[config.mk]
export PLATFORM = sky130hd
export DESIGN_NAME = uart_rx
export DESIGN_NICKNAME = d
export VERILOG_FILES = /design/src/rtl/uart_pkg.sv /design/src/rtl/uart_rx_sync.sv /design/src/rtl/uart_rx.sv
export SDC_FILE = /design/constraint.sdc
export NUM_CORES = 1
export LEC_CHECK = 0
export CAP_MARGIN = 20
export CORE_MARGIN = 2
export CORE_UTILIZATION = 50
export CTS_CLUSTER_DIAMETER = 100
export DETAILED_ROUTE_END_ITERATION = 8
export GPL_ROUTABILITY_DRIVEN = 1
export PLACE_DENSITY = 0.81
export SETUP_SLACK_MARGIN = 0.02
export SYNTH_ARGS = -nofsm -noshare
export SYNTH_HDL_FRONTEND = slang
export SYNTH_SLANG_ARGS = --single-unit
[constraint.sdc]
create_clock -name clk -period 3.2 [get_ports clk]
set_clock_uncertainty 0.05 [all_clocks]
set_input_delay 0.64 -clock clk [delete_from_list [all_inputs] [get_ports clk]]
set_output_delay 0.64 -clock clk [all_outputs]
set_load 0.03 [all_outputs]
[src/rtl/uart_pkg.sv]
// Shared UART definitions: receiver FSM states and the parity-bit rule used by
// both the transmitter and the receiver.
package uart_pkg;

    localparam int unsigned PARITY_MAX_W = 32;

    typedef enum logic [2:0] {
        IDLE,
        START,
        DATA,
        PARITY,
        STOP
    } state_t;

    // Expected parity bit: parity_type=0 -> ~^data, parity_type=1 -> ^data.
    function automatic logic parity_bit(input logic [PARITY_MAX_W-1:0] data,
                                        input logic                    parity_type);
        return parity_type ? (^data) : (~^data);
    endfunction

endpackage

[src/rtl/uart_rx_sync.sv]
// Two-flop synchronizer for the serial line plus falling-edge detect on the
// synchronized value.
module uart_rx_sync (
    input  logic clk,
    input  logic reset,
    input  logic rx,
    output logic rx_s,
    output logic fall_c
);

    logic meta;
    logic rx_prev;

    always_ff @(posedge clk or posedge reset) begin
        if (reset) begin
            meta    <= 1'b1;
            rx_s    <= 1'b1;
            rx_prev <= 1'b1;
        end else begin
            meta    <= rx;
            rx_s    <= meta;
            rx_prev <= rx_s;
        end
    end

    assign fall_c = rx_prev & ~rx_s;

endmodule

[src/rtl/uart_rx.sv]
// Oversampling UART receiver with optional parity, framing/overrun flags and a
// valid/ready output. Define UART_RX_MAJORITY_VOTE_EN for 2-of-3 bit voting.
module uart_rx
    import uart_pkg::*;
#(
    parameter int unsigned Data_Width   = 8,
    parameter int unsigned OverSampling = 16
) (
    input  logic                  clk,
    input  logic                  reset,
    input  logic                  rx,
    input  logic                  parity_en,
    input  logic                  parity_type,
    input  logic                  rx_ready,
    output logic [Data_Width-1:0] rx_data,
    output logic                  rx_valid,
    output logic                  parity_err,
    output logic                  frame_err,
    output logic                  overrun
);

    localparam int unsigned CNT_W = $clog2(OverSampling);
    localparam int unsigned BIT_W = (Data_Width > 1) ? $clog2(Data_Width) : 1;
    localparam int unsigned MID   = OverSampling / 2;
`ifdef UART_RX_MAJORITY_VOTE_EN
    localparam int unsigned DECIDE = MID + 1;
`else
    localparam int unsigned DECIDE = MID;
`endif

    logic rx_s;
    logic fall_c;

    uart_rx_sync u_sync (
        .clk    (clk),
        .reset  (reset),
        .rx     (rx),
        .rx_s   (rx_s),
        .fall_c (fall_c)
    );

    state_t                  state_q, state_d;
    logic [CNT_W-1:0]        cnt_q, cnt_d;
    logic [BIT_W-1:0]        bit_idx_q, bit_idx_d;
    logic [Data_Width-1:0]   shift_q, shift_d;
    logic                    par_err_q, par_err_d;
    logic                    par_en_q, par_en_d;
    logic                    par_type_q, par_type_d;
    logic [Data_Width-1:0]   rx_data_d;
    logic                    rx_valid_d, parity_err_d, frame_err_d, overrun_d;
    logic                    sample_c, last_c, bit_c, done_c, hs_c;
`ifdef UART_RX_MAJORITY_VOTE_EN
    logic                    maj_a_q, maj_a_d, maj_b_q, maj_b_d;
`endif

    always_ff @(posedge clk or posedge reset) begin
        if (reset) begin
            state_q    <= IDLE;
            cnt_q      <= '0;
            bit_idx_q  <= '0;
            shift_q    <= '0;
            par_err_q  <= 1'b0;
            par_en_q   <= 1'b0;
            par_type_q <= 1'b0;
            rx_data    <= '0;
            rx_valid   <= 1'b0;
            parity_err <= 1'b0;
            frame_err  <= 1'b0;
            overrun    <= 1'b0;
`ifdef UART_RX_MAJORITY_VOTE_EN
            maj_a_q    <= 1'b1;
            maj_b_q    <= 1'b1;
`endif
        end else begin
            state_q    <= state_d;
            cnt_q      <= cnt_d;
            bit_idx_q  <= bit_idx_d;
            shift_q    <= shift_d;
            par_err_q  <= par_err_d;
            par_en_q   <= par_en_d;
            par_type_q <= par_type_d;
            rx_data    <= rx_data_d;
            rx_valid   <= rx_valid_d;
            parity_err <= parity_err_d;
            frame_err  <= frame_err_d;
            overrun    <= overrun_d;
`ifdef UART_RX_MAJORITY_VOTE_EN
            maj_a_q    <= maj_a_d;
            maj_b_q    <= maj_b_d;
`endif
        end
    end

    always_comb begin
        state_d    = state_q;
        cnt_d      = last_c ? '0 : cnt_q + CNT_W'(1);
        bit_idx_d  = bit_idx_q;
        shift_d    = shift_q;
        par_err_d  = par_err_q;
        par_en_d   = par_en_q;
        par_type_d = par_type_q;
        done_c     = 1'b0;
        sample_c   = (cnt_q == CNT_W'(DECIDE));
        last_c     = (cnt_q == CNT_W'(OverSampling - 1));
`ifdef UART_RX_MAJORITY_VOTE_EN
        maj_a_d    = (cnt_q == CNT_W'(MID - 1)) ? rx_s : maj_a_q;
        maj_b_d    = (cnt_q == CNT_W'(MID)) ? rx_s : maj_b_q;
        bit_c      = (maj_a_q & maj_b_q) | (maj_a_q & rx_s) | (maj_b_q & rx_s);
`else
        bit_c      = rx_s;
`endif
        cnt_d      = last_c ? '0 : cnt_q + CNT_W'(1);

        case (state_q)
            IDLE: begin
                cnt_d = '0;
                if (fall_c) begin
                    state_d    = START;
                    bit_idx_d  = '0;
                    par_err_d  = 1'b0;
                    par_en_d   = parity_en;
                    par_type_d = parity_type;
                end
            end
            START: begin
                if (sample_c && bit_c) begin
                    state_d = IDLE;
                    cnt_d   = '0;
                end else if (last_c) begin
                    state_d = DATA;
                    cnt_d   = '0;
                end
            end
            DATA: begin
                // LSB arrives first, so shift in at the top.
                if (sample_c) begin
                    shift_d                 = shift_q >> 1;
                    shift_d[Data_Width-1]   = bit_c;
                end
                if (last_c) begin
                    if (bit_idx_q == BIT_W'(Data_Width - 1)) begin
                        state_d = par_en_q ? PARITY : STOP;
                        cnt_d   = '0;
                    end else begin
                        bit_idx_d = bit_idx_q + BIT_W'(1);
                    end
                end
            end
            PARITY: begin
                if (sample_c)
                    par_err_d = bit_c ^ parity_bit(PARITY_MAX_W'(shift_q), par_type_q);
                if (last_c) begin
                    state_d = STOP;
                    cnt_d   = '0;
                end
            end
            STOP: begin
                if (sample_c) begin
                    done_c  = 1'b1;
                    state_d = IDLE;
                    cnt_d   = '0;
                end
            end
            default: begin
                state_d = IDLE;
                cnt_d   = '0;
            end
        endcase
    end

    // Output holding register: load, drop (overrun) or consume.
    always_comb begin
        rx_data_d    = rx_data;
        rx_valid_d   = rx_valid;
        parity_err_d = parity_err;
        frame_err_d  = frame_err;
        overrun_d    = overrun;
        hs_c         = rx_valid & rx_ready;

        if (hs_c)
            overrun_d = 1'b0;

        if (done_c) begin
            if (!rx_valid || rx_ready) begin
                rx_data_d    = shift_q;
                rx_valid_d   = 1'b1;
                parity_err_d = par_en_q & par_err_q;
                frame_err_d  = ~bit_c;
            end else begin
                overrun_d = 1'b1;
            end
        end else if (hs_c) begin
            rx_valid_d = 1'b0;
        end
    end

endmodule

Word-level counts from Yosys, hierarchy flattened
Cells that the tools add are included.
{"block": "totals", "register_bits": 36, "inputBits": 6, "out_inout_bits": 12, "elab_cells": 86}
{"block": "classes", "add_sub_neg": 2, "n_eq_ne": 16, "mux": 32, "n_bitwise": 5, "reduce_logical": 16}
{"cell": "3-bit 2-to-1 mux", "count": 11}
{"cell": "32-bit XNOR reduction", "count": 1}
{"cell": "32-bit parity", "count": 1}
{"cell": "4-bit 2-to-1 mux", "count": 6}
{"cell": "4-bit one-hot mux with 4 select lines", "count": 1}
{"cell": "3-bit one-hot mux with 5 select lines", "count": 1}
{"cell": "2-bit != test (second input constant)", "count": 7}
{"cell": "1-bit 2-to-1 mux", "count": 11}
{"cell": "4-bit == test (second input constant)", "count": 2}
{"cell": "2-bit AND reduction", "count": 4}
{"cell": "3-bit by 2-bit == test with 1-bit output (second input constant)", "count": 2}
{"cell": "3-bit == test (second input constant)", "count": 2}
{"cell": "3-bit one-hot mux with 2 select lines", "count": 1}
{"cell": "6-bit AND reduction", "count": 1}
{"cell": "2-bit nonzero test", "count": 3}
{"cell": "4-bit by 1-bit adder with 4-bit output (second input constant)", "count": 1}
{"cell": "4-bit AND reduction", "count": 1}
{"cell": "3-bit by 1-bit adder with 3-bit output (second input constant)", "count": 1}
{"cell": "1-bit bitwise AND", "count": 3}
{"cell": "3-bit by 1-bit == test with 1-bit output (second input constant)", "count": 1}
{"cell": "3-bit logical NOT", "count": 1}
{"cell": "3-bit != test (second input constant)", "count": 1}
{"cell": "3-bit AND reduction", "count": 1}
{"cell": "2-bit by 1-bit != test with 1-bit output (second input constant)", "count": 1}
{"cell": "other kinds (6)", "count": 6}

Logic depth before layout (Yosys ltp)
Gate-level depths: netlist of run 1.
{"block": "logic_depth", "ltp_word": 5, "depth_mapped": 8, "ltp_nobuf": 7}

Cells and area by module
A second synthesis of run 1 with hierarchy kept.
{"block": "unflattened", "hier_cells": 141, "area_unflattened_um2": 1707.9}
{"mod": "uart_rx", "n_inst": 1, "cells_per_inst": 136, "area_per_inst_um2": 1611.5, "seq_area_each_um2": 825.8}
{"mod": "uart_rx_sync", "n_inst": 1, "cells_per_inst": 5, "area_per_inst_um2": 96.3, "seq_area_each_um2": 78.8}

Worst setup path before layout of run 1
No wires, ideal clock.
{"block": "synth_path", "path_kind": "register to register", "from": "register cnt_q[0]", "to": "register rx_data[0]", "setup_time_ps": 125, "t_arrival_ps": 1535, "required_ps": 3025, "path_slack_ps": 1490, "path_stages_with_launch": 8, "path_buffers": 2, "cell_sequence": "dfrtp_1 -> inv_1 -> ha_1 -> and3b_1 -> buf_2 -> nand3_1 -> buf_2 -> mux2_2"}
{"block": "synth_via", "elab_chain_len": 4}
{"element": "start: declaration", "line_no": "uart_rx.sv:43", "rtl": "logic [CNT_W-1:0] cnt_q, cnt_d;"}
{"element": "start signal: assignment", "line_no": "uart_rx.sv:76", "rtl": "cnt_q <= cnt_d;"}
{"element": "4-bit == test", "line_no": "uart_rx.sv:103", "rtl": "sample_c = (cnt_q == CNT_W'(DECIDE));"}
{"element": "1-bit 2-to-1 mux", "line_no": "uart_rx.sv:158", "rtl": "if (sample_c) begin"}
{"element": "1-bit 2-to-1 mux", "line_no": "uart_rx.sv:114", "rtl": "case (state_q)"}
{"element": "2-bit AND reduction (no line)"}
{"element": "end signal: assignment", "line_no": "uart_rx.sv:82", "rtl": "rx_data <= rx_data_d;"}
{"element": "end: declaration", "line_no": "uart_rx.sv:15", "rtl": "output logic [Data_Width-1:0] rx_data,"}
No other way between the ends.
A chain may end at the register's enable or synchronous reset.

Worst setup path after layout of run 1
{"block": "layout_path", "from": "register rx_valid", "to": "output rx_valid"}
{"element": "start: declaration", "line_no": "uart_rx.sv:16", "rtl": "output logic rx_valid,"}
{"element": "start signal: assignment", "line_no": "uart_rx.sv:83", "rtl": "rx_valid <= rx_valid_d;"}
No word-level cell between the ends.

==> reports/metrics.cfg, run 1 <==
[yosys]
yosys-top-cells-area=dfrtp_1 50%, mux2_2 12%, dfstp_2 4.8%, xnor2_1 4.8%, ha_1 3.0%
syn_area_um2=1660
synth_area_per_cell_um2=11.8
syn_nets=150
synth.distinct_cells=36
yosys_register_bits=36
synthDominantCellAreaShare_pct=49.8
seq_area_frac_synth_pct=54.6
synth_cells=140
yosys_warnings=0
synth_top_cell_by_area=dfrtp_1

[routing]
viasPerCell=5.53
dr_wl_met2_mm=1.48
m1WireLength_mm=1.19
wl_per_cell_um=13.8
drcViolationCount=0
met3WireLength_um=134
drtPass1Iterations=4
ant_nets=0
num_vias=1133
drtIter0Drc=47
top_layer=met4
drt-total-wl_mm=2.84

[global_routing]
grt_pass1_wl_mm=5.09
overflow=0
antenna_found_initial=0
grt_pass1_vias=1121
grt_max_degree=37
grt_usage_pct=18.8

[timing]
setup_viol=0
max_freq_mhz=473
finalMaxSlewViolations=0
relSlewSlack_pct=58.4
period_minus_slack_ns=2.12
rsz0062_at_grt=false
hold_viol=0
tns_ns=0
holdWs_ns=0.317
worstMarginPinSlew_ns=0.618
min_period_over_period_pct=66.1

[finish]
drive_above_1_share_pct=20.5
areaGrowthSynthToFinish_pct=16.6
layout.cells.non_filler=205
final_net_count=170
num_antenna_cells=0

[worst_setup_path]
crit_chain=clkdlybuf4s50_1
slowest_stage=clkdlybuf4s50_1
end_kind=primary output
cp.depth=1
path_delay_family=buffers and inverters
r2r_cells=4
cp.buffers_inverters=1
startpoint_type=register
worstPathRequired_ns=2.51
slowest_delay_ns=0.69
crit_fanout=4
cp.arrival_ns=1.43
crit_type=reg2out

[flow_run]
drv_cap=0

[pwr]
cellPowerDensity_nw_per_um2=529
ir_drop_v=0.000391
cellLeakagePower_nw=0.881

[clock_network]
h-tree-depth=2
numCtsBuffers=5
clock_latency_ns=0.34
cts_sinks=36
postCtsResizedCells=0
cts_setup_buffers=0
clkTransAtPathRegs_ns=0.10
max-clock-path-buffers=2
cts_hold_buf=0
cts_tree=built
root_buffer=clkbuf_4

[outcome]
status=finished, final reports clean

[placed_design]
dpl.cell_count=197
numPortBuffers=17
dp_hpwl_mm=2.08
gp_congestion=0.850

[die]
rows=20
coreArea_um2=3100
die_w_um=61.6
die_height_um=61.6
initial_core_util_pct=53.4
ioPinCount=18
die_area_um2=3790

[min_path]
hold-path-cell-count=0
hp-class=reg2reg

==> path summary, 6_finish.rpt <==
check | start | end | slack [ns]
hold reg to reg | u_sync.meta$_DFF_PP1_ | u_sync.rx_s$_DFF_PP1_ | 0.32
hold / removal | u_sync.meta$_DFF_PP1_ | u_sync.rx_s$_DFF_PP1_ | 0.32
setup reg to reg | state_q[0]$_DFFE_PP0P_ | rx_data[4]$_DFFE_PP0P_ | 1.23
max in group asynchronous | reset | u_sync.rx_prev$_DFF_PP1_ | 2.11
setup / recovery | rx_valid$_DFFE_PP0P_ | rx_valid | 1.08
min in group asynchronous | reset | cnt_q[3]$_DFF_PP0_ | 0.65
==> synthesized netlist by cell type, drive strengths merged <==
master / n
or3: 1
mux2: 17
or2: 1
nand2b: 2
inv: 6
nor4: 1
xor2: 1
and2: 1
o221ai: 1
o21a: 2
a21oi: 6
nand2: 8
o21ai: 8
buf: 4
dfstp: 3
nand3: 6
xnor2: 9
ha: 4
or4: 2
nor2: 6
a22oi: 2
o41ai: 1
mux2i: 1
a31oi: 2
nor3: 2
a31o: 1
and3b: 1
nand4b: 1
a211o: 1
nand3b: 1
o2bb2ai: 3
clkbuf: 1
and3: 1
dfrtp: 33
==> cells by family after synthesis <==
kind of cell	Yosys count	synth area share [%]
compound gates	27	10.5
xor+xnor	10	5.29
fa+ha+maj	4	3.02
buf+inv	11	2.79
flops	36	54.6
mux	18	12.2
simple gates	34	11.6
==> power by group <==
part,switching (mW),internal [mW]
clock network,0.152,0.107
logic,0.112,0.0940
registers,0.0552,0.502
==> cells in the final DEF, fill, tap and decap left out, types with 2 or more instances in the layout <==
cell type         n
dfrtp_1          33
mux2_2           17
clkdlybuf4s50_1  17
xnor2_1           9
nand2_1           8
o21ai_0           8
nand3_1           6
a21oi_1           6
inv_1             5
nor2_1            5
clkbuf_4          5
ha_1              4
o2bb2ai_1         3
dfstp_2           3
nand2b_1          2
or4_1             2
a22oi_1           2
o21a_1            2
nor3_1            2
a31oi_1           2
clkinvlp_4        2
==> state kept, by name, indices dropped and copies added (netlist names), 3 cells and up <==
signal / flops
bit_idx_q: 3
state_q: 3
rx_data: 8
shift_q: 8
cnt_q: 4
==> through the flow <==
stage	setup slack, ns	cell area [um^2]	utilization (%)	power, mW
floorplan	1.49	1660	-	0.721
global placement	1.00	1870	60.1	0.755
detailed placement	0.954	1870	60.1	0.773
CTS	1.06	1930	62.3	1.03
global route	1.00	1930	62.3	1.09
finish	1.08	1930	62.3	1.02
==> per-layer routing <==
layer / vias up / global-route usage (%)
li1: 540 / -
met1: 554 / 23.6
met2: 35 / 29.8
met3: 4 / 6.30
met4: 0 / 7.90
met5: - / 0
==> final cells by class <==
class	count	area, um^2
Timing Repair Buffer	18	178
Multi-Input combinational cell	93	706
Clock buffer	6	51.3
Sequential cell	36	905
Tap cell	44	55.1
Fill cell	269	1170
Inverter	6	22.5
Clock inverter	2	15.0
Note: power is estimated with default switching activity, not from simulation.
==> run 2, diff against run 1 <==
--- a/config.mk
+++ b/config.mk
@@ -7,11 +7,11 @@
 export LEC_CHECK = 0
 export CAP_MARGIN = 20
 export CORE_MARGIN = 2
-export CORE_UTILIZATION = 50
+export CORE_UTILIZATION = 49
 export CTS_CLUSTER_DIAMETER = 100
 export DETAILED_ROUTE_END_ITERATION = 8
 export GPL_ROUTABILITY_DRIVEN = 1
-export PLACE_DENSITY = 0.81
+export PLACE_DENSITY = 0.83
 export SETUP_SLACK_MARGIN = 0.02
 export SYNTH_ARGS = -nofsm -noshare
 export SYNTH_HDL_FRONTEND = slang
==> constraint.sdc (replaced) <==
create_clock -name clk -period 1.7 [get_ports clk]
set_clock_uncertainty 0.05 [all_clocks]
set_input_delay 0.34 -clock clk [delete_from_list [all_inputs] [get_ports clk]]
set_output_delay 0.34 -clock clk [all_outputs]
set_load 0.03 [all_outputs]
==> run 2 against run 1 <==
Against the previous run: final cell count is 9.3% higher; core utilization is 4.4 points higher; global-route usage is 1.4 points higher; sequential share of layout area is 5.4 points lower; sequential power is 90% higher; non-clock buffer count is 17 higher; via count is 8.6% higher; worst setup slack worse by 1.0 ns; clock power is 73% higher; cell area is 13% higher; critical path type is now reg2reg; largest power group unchanged.
==> reports/metrics.cfg, run 2 (synthesis results as in run 1) <==
[finish]
fin_util_pct=66.6  ; was 62.3%
final_common_cell=dfrtp_1  ; unchanged
layout.cells.most_common_list=31 x dfrtp_1, 15 x buf_4, 12 x dlygate4sd2_1  ; was 33 x dfrtp_1, 17 x mux2_2, 17 x clkdlybuf4s50_1
num_antenna_cells=0  ; unchanged
areaGrowthSynthToFinish_pct=32.1  ; was 16.6%
reg_top3=rx_data x8, shift_q x8, cnt_q x4  ; unchanged
drive_above_1_share_pct=37.6  ; was 20.5%
n_fill_cell=246  ; was 269
final_net_count=187  ; was 170

[placed_design]
gp_congestion=0.868  ; was 0.850
pre_cts_slack_ns=-0.0680  ; was 0.954 ns
numPortBuffers=17  ; unchanged
dp_hpwl_mm=2.44  ; was 2.08 mm

[timing]
relSlewSlack_pct=78.3  ; was 58.4%
min_period_over_period_pct=97.3
layout_setup_ws_ns=0.0458  ; was 1.08 ns
tns_ns=0  ; unchanged
setup_viol=0  ; unchanged
hold_viol=0  ; unchanged
finalMaxSlewViolations=0  ; unchanged
period_minus_slack_ns=1.65
max_freq_mhz=605
worstMarginPinSlew_ns=0.327  ; was 0.618 ns
rsz0062_at_grt=true  ; was false

[clock_network]
root_buffer=clkbuf_4  ; unchanged
cts_hold_buf=0  ; unchanged
clock_latency_ns=0.34  ; about the same
max-clock-path-buffers=2  ; unchanged
h-tree-depth=2  ; unchanged
clkTransAtPathRegs_ns=0.11  ; was 0.10 ns
cts_tree=built  ; unchanged
numCtsBuffers=5  ; unchanged
cts_sinks=36  ; unchanged

[worst_setup_path]
crit_start=cnt_q[0]$_DFF_PP0_  ; was rx_valid$_DFFE_PP0P_
startpoint_type=register  ; unchanged
rr_startpoint=cnt_q[0]$_DFF_PP0_  ; was state_q[0]$_DFFE_PP0P_
worstPathRequired_ns=1.89  ; was 2.51 ns
crit_type=reg2reg  ; was reg2out
cp.arrival_ns=1.84  ; was 1.43 ns
crit_fanout=3  ; was 4
end_kind=register  ; was primary output

[die]
die_area_um2=3860  ; was 3790 um^2
initial_core_util_pct=50.4  ; was 53.4%
die_w_um=62.1  ; was 61.6 um
rows=21  ; was 20
coreArea_um2=3280  ; was 3100 um^2
ioPinCount=18  ; unchanged
die_height_um=62.1  ; was 61.6 um

[outcome]
status=finished, final reports clean  ; unchanged

[routing]
drtIter0Drc=45  ; was 47
drt-total-wl_mm=3.64  ; was 2.84 mm
drcViolationCount=0  ; unchanged
ant_nets=0  ; unchanged
wl_per_cell_um=16.2  ; was 13.8 um
drtPass1Iterations=4  ; unchanged
num_vias=1231  ; was 1133
viasPerCell=5.50  ; was 5.53

[pwr]
ir_drop_v=0.000704  ; was 0.000391 V
cellPowerDensity_nw_per_um2=987  ; was 529 nW/um^2
cellLeakagePower_nw=1.05  ; was 0.881 nW

[global_routing]
grt_usage_pct=20.2  ; was 18.8%
antenna_found_initial=0  ; unchanged
grt_pass1_wl_mm=6.15  ; was 5.09 mm
overflow=0  ; unchanged
grt_max_degree=37  ; unchanged
grt_pass1_vias=1343  ; was 1121

[min_path]
hp-class=in2async  ; was reg2reg

[flow_run]
drv_cap=0  ; unchanged

## run 2: changes by cell type in the layout (fill, tap and decap cells not counted), sizes merged
cell,change
dlygate4sd2,+12
clkinvlp,-1
buf,+17
clkdlybuf4s50,-12
clkinv,+1
## run 2: worst max-delay path: stages, from the launching register on
cell,delay (ns)
dfrtp_1,0.42
ha_1,0.23
and3_1,0.24
a31o_4,0.23
o221ai_4,0.20
a211o_1,0.14
a21oi_2,0.05
## run 2: through the flow
step	std cells	hold slack [ns]	total power [mW]	instance area (um^2)
after floorplan	140	0.294	1.36	1660
after global placement	213	0.299	1.51	1990
after detailed placement	213	0.304	1.55	1990
after CTS	221	0.278	2.06	2070
after global routing	224	0.297	2.29	2190
final	224	0.285	2.16	2190
## run 2: routing by layer
layer  wire length, um  part of all wire (%)  vias up  track usage [%]
li1                  -                     -      576                -
met1              1360                    37      612             21.1
met2              2060                    57       36             39.0
met3               152                   4.2        7             5.80
met4                65                   1.8        0             6.11
met5                 0                     0        -                0
## run 2: what timing repair did
| item | 4_1_cts | 5_1_grt |
|---|---|---|
| endpoints found under the setup margin | 27 | 25 |
| setup buffers | 0 | 3 |
| pin swaps | 3 | 6 |
| resized for setup | 27 | 19 |
## run 2: layout make-up
class	count	area, um^2	share of cell area (%)
flip-flops and latches	36	907	41.5
multi-input cells	93	837	38.3
repair buffers	35	310	14.2
well taps	46	57.6	2.63
clock buffers	6	41.3	1.89
inverters	6	22.5	1.03
clock inverters	2	12.5	0.572
## run 2: path summary, 6_finish.rpt
path | slack (ns) | cells past startpoint | endpoint
max | 0.05 | 6 | state_q[0]$_DFFE_PP0P_
min | 0.28 | 3 | shift_q[0]$_DFFE_PP0P_
max reg2reg | 0.05 | 6 | state_q[0]$_DFFE_PP0P_
min reg2reg | 0.32 | 0 | u_sync.rx_s$_DFF_PP1_
max in group asynchronous | 1.06 | 3 | u_sync.rx_s$_DFF_PP1_
min in group clk | 0.32 | 0 | u_sync.rx_s$_DFF_PP1_
## run 2: power breakdown
part	internal, mW	switching, mW
Clock	0.160	0.288
Sequential	0.947	0.110
Combinational	0.334	0.323
Total	1.44	0.720
